### src/rtl/vend_pkg.sv
// Shared types and constants for the coin collector front end:
// the FSM state encoding, coin codes and values, and the credit width.
package vend_pkg;

    localparam int CREDIT_W = 4;
    localparam logic [CREDIT_W:0] CREDIT_LIMIT = 5'd15;

    typedef enum logic [2:0] {
        ST_IDLE    = 3'd0,
        ST_COLLECT = 3'd1,
        ST_REQ     = 3'd2,
        ST_WAIT    = 3'd3,
        ST_REFUND  = 3'd4
    } state_e;

    localparam logic [1:0] COIN_1   = 2'b00;
    localparam logic [1:0] COIN_2   = 2'b01;
    localparam logic [1:0] COIN_5   = 2'b10;
    localparam logic [1:0] COIN_BAD = 2'b11;

    localparam logic [2:0] VAL_1 = 3'd1;
    localparam logic [2:0] VAL_2 = 3'd2;
    localparam logic [2:0] VAL_5 = 3'd5;

    // Face value of a coin code; the invalid code is worth nothing.
    function automatic logic [2:0] coin_value(input logic [1:0] coin_code);
        logic [2:0] v;
        case (coin_code)
            COIN_1:  v = VAL_1;
            COIN_2:  v = VAL_2;
            COIN_5:  v = VAL_5;
            default: v = 3'd0;
        endcase
        return v;
    endfunction

    // True when adding the coin keeps the credit inside its 4-bit range.
    function automatic logic coin_fits(input logic [CREDIT_W-1:0] cur_credit,
                                       input logic [2:0]          value);
        logic [CREDIT_W:0] sum;
        sum = {1'b0, cur_credit} + {2'b00, value};
        return (sum <= CREDIT_LIMIT);
    endfunction

endpackage

### src/rtl/idle_timer.sv
// Counts idle cycles while enabled; done is raised during the
// TIMEOUT_CYCLES-th enabled cycle since the last clear.
module idle_timer #(
    parameter int TIMEOUT_CYCLES = 1000
) (
    input  logic clk,
    input  logic reset_n,
    input  logic clear,
    input  logic enable,
    output logic done
);

    localparam int CNT_W = (TIMEOUT_CYCLES > 1) ? $clog2(TIMEOUT_CYCLES) : 1;
    localparam logic [CNT_W-1:0] LAST = CNT_W'(TIMEOUT_CYCLES - 1);

    logic [CNT_W-1:0] r_count;

    // Idle counter: clear wins, saturates at the last count.
    always_ff @(posedge clk or negedge reset_n) begin
        if (!reset_n) begin
            r_count <= '0;
        end else if (clear) begin
            r_count <= '0;
        end else if (enable && (r_count != LAST)) begin
            r_count <= r_count + CNT_W'(1);
        end else begin
            r_count <= r_count;
        end
    end

    assign done = enable && (r_count == LAST);

endmodule

### src/rtl/coin_collector.sv
// Vending front end: accumulates coins, forwards a purchase request to the
// downstream vend stage, and returns change or refunds on cancel/timeout.
module coin_collector
    import vend_pkg::*;
#(
    parameter int TIMEOUT_CYCLES = 1000
) (
    input  logic                clk,
    input  logic                reset_n,
    input  logic                coin_valid,
    input  logic [1:0]          coin_type,
    input  logic                sel_valid,
    input  logic [1:0]          sel_item,
    input  logic                cancel,
    input  logic                dispense,
    input  logic [CREDIT_W-1:0] change,
    output logic [CREDIT_W-1:0] money_inserted,
    output logic [1:0]          item_select,
    output logic                coin_reject,
    output logic                vend_ok,
    output logic                short_funds,
    output logic                refund_valid,
    output logic [CREDIT_W-1:0] refund_amt,
    output logic [CREDIT_W-1:0] credit
);

    state_e              r_state;
    logic [CREDIT_W-1:0] r_credit;
    logic [CREDIT_W-1:0] r_money;
    logic [1:0]          r_item;
    logic                r_coin_reject;
    logic                r_vend_ok;
    logic                r_short_funds;
    logic                r_refund_valid;
    logic [CREDIT_W-1:0] r_refund_amt;

    state_e              w_state;
    logic [CREDIT_W-1:0] w_credit;
    logic [CREDIT_W-1:0] w_money;
    logic [1:0]          w_item;
    logic                w_coin_reject;
    logic                w_vend_ok;
    logic                w_short_funds;
    logic                w_refund_valid;
    logic [CREDIT_W-1:0] w_refund_amt;
    logic                w_timer_clear;
    logic                w_timer_en;
    logic                w_timer_done;
    logic [2:0]          w_coin_val;
    logic                w_coin_ok;
    logic [CREDIT_W-1:0] w_credit_plus;

    assign w_coin_val    = coin_value(coin_type);
    assign w_coin_ok     = coin_valid && (coin_type != COIN_BAD) &&
                           coin_fits(r_credit, w_coin_val);
    assign w_credit_plus = r_credit + {1'b0, w_coin_val};
    assign w_timer_en    = (r_state == ST_COLLECT);

    idle_timer #(
        .TIMEOUT_CYCLES (TIMEOUT_CYCLES)
    ) u_idle_timer (
        .clk     (clk),
        .reset_n (reset_n),
        .clear   (w_timer_clear),
        .enable  (w_timer_en),
        .done    (w_timer_done)
    );

    // Next-state and next-output logic; any coin not explicitly accepted is rejected.
    always_comb begin
        w_state        = r_state;
        w_credit       = r_credit;
        w_money        = '0;
        w_item         = r_item;
        w_coin_reject  = coin_valid;
        w_vend_ok      = 1'b0;
        w_short_funds  = 1'b0;
        w_refund_valid = 1'b0;
        w_refund_amt   = r_refund_amt;
        w_timer_clear  = 1'b0;

        case (r_state)
            ST_IDLE: begin
                if (w_coin_ok) begin
                    w_credit      = w_credit_plus;
                    w_coin_reject = 1'b0;
                    w_timer_clear = 1'b1;
                    w_state       = ST_COLLECT;
                end else begin
                    w_state = ST_IDLE;
                end
            end
            ST_COLLECT: begin
                if (cancel) begin
                    w_state = ST_REFUND;
                end else if (sel_valid) begin
                    w_item  = sel_item;
                    w_money = r_credit;
                    w_state = ST_REQ;
                end else if (w_coin_ok) begin
                    w_credit      = w_credit_plus;
                    w_coin_reject = 1'b0;
                    w_timer_clear = 1'b1;
                end else if (w_timer_done) begin
                    w_state = ST_REFUND;
                end else begin
                    w_state = ST_COLLECT;
                end
            end
            ST_REQ: begin
                w_state = ST_WAIT;
            end
            ST_WAIT: begin
                if (dispense) begin
                    w_vend_ok = 1'b1;
                    w_credit  = '0;
                    w_state   = ST_IDLE;
                    if (change != '0) begin
                        w_refund_valid = 1'b1;
                        w_refund_amt   = change;
                    end else begin
                        w_refund_valid = 1'b0;
                    end
                end else begin
                    w_short_funds = 1'b1;
                    w_timer_clear = 1'b1;
                    w_state       = ST_COLLECT;
                end
            end
            ST_REFUND: begin
                w_refund_valid = 1'b1;
                w_refund_amt   = r_credit;
                w_credit       = '0;
                w_state        = ST_IDLE;
            end
            default: begin
                w_credit = '0;
                w_state  = ST_IDLE;
            end
        endcase
    end

    // State and registered-output update.
    always_ff @(posedge clk or negedge reset_n) begin
        if (!reset_n) begin
            r_state        <= ST_IDLE;
            r_credit       <= '0;
            r_money        <= '0;
            r_item         <= 2'b00;
            r_coin_reject  <= 1'b0;
            r_vend_ok      <= 1'b0;
            r_short_funds  <= 1'b0;
            r_refund_valid <= 1'b0;
            r_refund_amt   <= '0;
        end else begin
            r_state        <= w_state;
            r_credit       <= w_credit;
            r_money        <= w_money;
            r_item         <= w_item;
            r_coin_reject  <= w_coin_reject;
            r_vend_ok      <= w_vend_ok;
            r_short_funds  <= w_short_funds;
            r_refund_valid <= w_refund_valid;
            r_refund_amt   <= w_refund_amt;
        end
    end

    assign money_inserted = r_money;
    assign item_select    = r_item;
    assign coin_reject    = r_coin_reject;
    assign vend_ok        = r_vend_ok;
    assign short_funds    = r_short_funds;
    assign refund_valid   = r_refund_valid;
    assign refund_amt     = r_refund_amt;
    assign credit         = r_credit;

endmodule

### config.mk
export PLATFORM = sky130hd
export DESIGN_NAME = coin_collector
export DESIGN_NICKNAME = d
export VERILOG_FILES = /design/src/rtl/vend_pkg.sv /design/src/rtl/idle_timer.sv /design/src/rtl/coin_collector.sv
export SDC_FILE = /design/constraint.sdc
export NUM_CORES = 1
export LEC_CHECK = 0
export ABC_AREA = 1
export CORE_ASPECT_RATIO = 0.8
export CORE_UTILIZATION = 40
export CTS_CLUSTER_DIAMETER = 120
export CTS_CLUSTER_SIZE = 10
export DETAILED_ROUTE_END_ITERATION = 12
export DONT_BUFFER_PORTS = 1
export PLACE_DENSITY = 0.51
export SLEW_MARGIN = 20
export SYNTH_ARGS = -nofsm -noshare
export SYNTH_HDL_FRONTEND = slang
export SYNTH_SLANG_ARGS = --single-unit
### constraint.sdc
create_clock -name clk -period 3.8 [get_ports clk]
set_input_delay 0.38 -clock clk [delete_from_list [all_inputs] [get_ports clk]]
set_output_delay 0.38 -clock clk [all_outputs]
set_load 0.02 [all_outputs]
==> impl_metrics.env <==
export IMPL_outcome="completed"
export IMPL_p_seq_frac=0.443
export IMPL_powerDensity_nw_per_um2=662
export IMPL_path_clk_slew_ns=0.06
export IMPL_portBuffers=0
export IMPL_die_area_sq_um=4680
export IMPL_regToRegStartpoint="credit[0]$_DFFE_PN0P_"
export IMPL_synth_edff_count=0
export IMPL_post_drt_via_cell_ratio=4.77
export IMPL_p_int_uw=721
export IMPL_syn_area_sq_um=1760
export IMPL_clkPwrFrac=0.222
export IMPL_wire_per_inst_um=12.6
export IMPL_ctsHoldBuffers=2
export IMPL_crit_top_cell="nand2_1"
export IMPL_cp_cell_sequence="ha_1, inv_1, fa_1, inv_1, nand3_1, nand2_1, nor2_1, nand2_1, nand2_4, nor2_1, nand2_1, nand2_1"
export IMPL_synth_seq_cells=31
export IMPL_ys_flop_type="dfrtp_1"
export IMPL_cts_made_buffers=5
export IMPL_cpPeakStageDelay_ns=0.47
export IMPL_grt_pass1_vias=1331
export IMPL_drive_gt1_frac=0.109
export IMPL_nFillCells=423
export IMPL_worstMarginPinSlew_ns=0.366
export IMPL_drc=0
export IMPL_reg2regPathDepth=12
export IMPL_finalSetupViolCount=0
export IMPL_cts_resized=0
export IMPL_p_total_mw=1.28
export IMPL_p_switching_uw=556
export IMPL_gp_congestion=0.816
export IMPL_final_nets=256
export IMPL_synthCells=231
export IMPL_min_delay_worst_endpoint="short_funds$_DFF_PN0_"
export IMPL_start_kind="register"
export IMPL_die_w_um=76.2
export IMPL_instances_no_fill=295
export IMPL_critPathArrivalTime_ns=2.22
export IMPL_postSynthAreaPerCell_sq_um=7.63
export IMPL_drt_pass1_iterations=4
export IMPL_ys_async_sr_fraction=1.00
export IMPL_place_ws_ns=1.78
export IMPL_initial_core_util=0.419
export IMPL_antenna_found_initial=0
export IMPL_period_needed_ns=2.01
export IMPL_min_path_type="in2reg"
export IMPL_grt_pass1_wl_um=6460
export IMPL_htree_levels=2
export IMPL_rsz0062_at_grt="false"
export IMPL_slew_violations=0
export IMPL_cts_setup_buffers=0
export IMPL_dr_first_iter_drc_count=46
export IMPL_cts_tree="yes"
export IMPL_required_ns=4.01
export IMPL_synth_cell_types=25
export IMPL_switching_share=0.435
export IMPL_coreArea_sq_um=4200
export IMPL_holdWs_ns=0.176
export IMPL_max_freq_ghz=0.498
export IMPL_regArea_sq_um=776
export IMPL_final_util=0.459
export IMPL_whs_path_depth=1
export IMPL_max_slew_margin=0.755
export IMPL_dp_cells=285
export IMPL_crit_type="reg2reg"
export IMPL_syn_nets=250
export IMPL_wirelength_um=3730
export IMPL_hp_start="dispense"
export IMPL_clock_path_buffers=2
export IMPL_hold_viol_final=0
export IMPL_finClkSkew_ns=0.00799
export IMPL_yosys_warnings=0
export IMPL_setup_ws_ns=1.79
export IMPL_clock_sinks=31
export IMPL_num_rows=21
export IMPL_grtUsageTotal=0.184
export IMPL_place_area_sq_um=1800
export IMPL_worstReg2RegEnd="u_idle_timer.r_count[9]$_DFFE_PN0P_"
export IMPL_io_pins=32
export IMPL_slowest_stage="dfrtp_1"
export IMPL_peakVddDrop_v=0.000305
export IMPL_n_antenna_cell=0
export IMPL_die_h_um=61.4
export IMPL_period_share=0.529
export IMPL_multi_input_area_sq_um=817
export IMPL_p_leak_nw=0.971
export IMPL_clock_latency_ns=0.28
export IMPL_design_area_sq_um=1930
export IMPL_r2r_slack_ns=1.79
export IMPL_drv_cap=0
export IMPL_dp_hpwl_um=2720
export IMPL_syn_to_final_growth_pct=9.52
export IMPL_via_count=1408
export IMPL_combPwrFrac=0.335
export IMPL_crit_fanout=10
export IMPL_cts_root_buf="clkbuf_8"
export IMPL_cp_end_kind="register"
export IMPL_grt_max_degree=32
export IMPL_fin_setup_tns_ns=0
export IMPL_yosysSeqAreaShare=0.440
export IMPL_drt_antenna_violating_nets=0
export IMPL_grt_remaining_overflow=0
[cell usage in the layout (no fill, tap or decap), types with 2 or more instances in the layout]
| master | instances |
|---|---|
| nand2_1 | 54 |
| ha_1 | 4 |
| a21oi_1 | 10 |
| nand3_2 | 2 |
| inv_1 | 31 |
| nor3_1 | 2 |
| nor2_1 | 38 |
| nand4_1 | 9 |
| xor2_1 | 2 |
| inv_2 | 5 |
| o21ai_1 | 4 |
| nor2_2 | 7 |
| nand3_1 | 19 |
| dfrtp_1 | 31 |
| clkbuf_8 | 7 |
[final cells by class]
class | count | area share
well taps | 57 | 0.0370
flip-flops and latches | 31 | 0.402
inverters | 36 | 0.0700
clock buffers | 8 | 0.0519
multi-input cells | 161 | 0.423
repair buffers | 2 | 0.0156
[power by group through the flow]
stage	Clock, mW	Combinational [mW]	Sequential (mW)
after floorplan	0	0.364	0.553
after global routing	0.310	0.500	0.583
final	0.284	0.427	0.566
after detailed placement	0	0.416	0.573
after global placement	0	0.424	0.573
after CTS	0.291	0.430	0.567
[kinds of logic after synthesis]
group | count (synthesis) | synth area share
simple gates | 135 | 0.349
xor+xnor | 2 | 0.00994
flops | 31 | 0.440
buf+inv | 39 | 0.0959
compound gates | 19 | 0.0646
fa+ha+maj | 5 | 0.0398
[flip-flops by register name, summed over array words and instances (netlist names)]
| register | flops |
|---|---|
| coin_reject | 1 |
| short_funds | 1 |
| refund_valid | 1 |
| money_inserted | 4 |
| u_idle_timer.r_count | 10 |
| credit | 4 |
| refund_amt | 4 |
| r_state | 3 |
| vend_ok | 1 |
| item_select | 2 |
[synth_stat cells, drive strengths merged, types with 2 or more instances]
master  number  area [sq um]
nand2       56           220
nor2        45           186
inv         36           135
dfrtp       31           776
nand3       21           115
a21oi       10          50.1
nand4       10          77.6
o21ai        6          41.3
ha           4          50.1
buf          3          33.8
nor3         2          10.0
xor2         2          17.5
[critical path, delay by kind of cell (launching register included)]
family	cells	cell delay, ns
flops	1	0.47
buf+inv	2	0.13
fa+ha+maj	2	0.62
simple gates	8	0.73
[worst max path at each step]
stage	endpoint	cells past startpoint	slack (ns)	startpoint
after floorplan	u_idle_timer.r_count[9]$_DFFE_PN0P_	12	2.02	credit[0]$_DFFE_PN0P_
after CTS	u_idle_timer.r_count[9]$_DFFE_PN0P_	12	1.76	credit[0]$_DFFE_PN0P_
after detailed placement	u_idle_timer.r_count[9]$_DFFE_PN0P_	12	1.78	credit[0]$_DFFE_PN0P_
after global routing	u_idle_timer.r_count[9]$_DFFE_PN0P_	12	1.58	credit[0]$_DFFE_PN0P_
final	u_idle_timer.r_count[9]$_DFFE_PN0P_	12	1.79	credit[0]$_DFFE_PN0P_
after global placement	u_idle_timer.r_count[8]$_DFFE_PN0P_	12	1.88	credit[0]$_DFFE_PN0P_
[per-layer routing]
metal / global-route usage / share of wire
met3: 0.0637 / 0.057
met2: 0.266 / 0.39
met4: 0.0577 / 0.011
met5: 0 / 0
met1: 0.259 / 0.54
No activity file was read; power rests on OpenSTA's default activity.
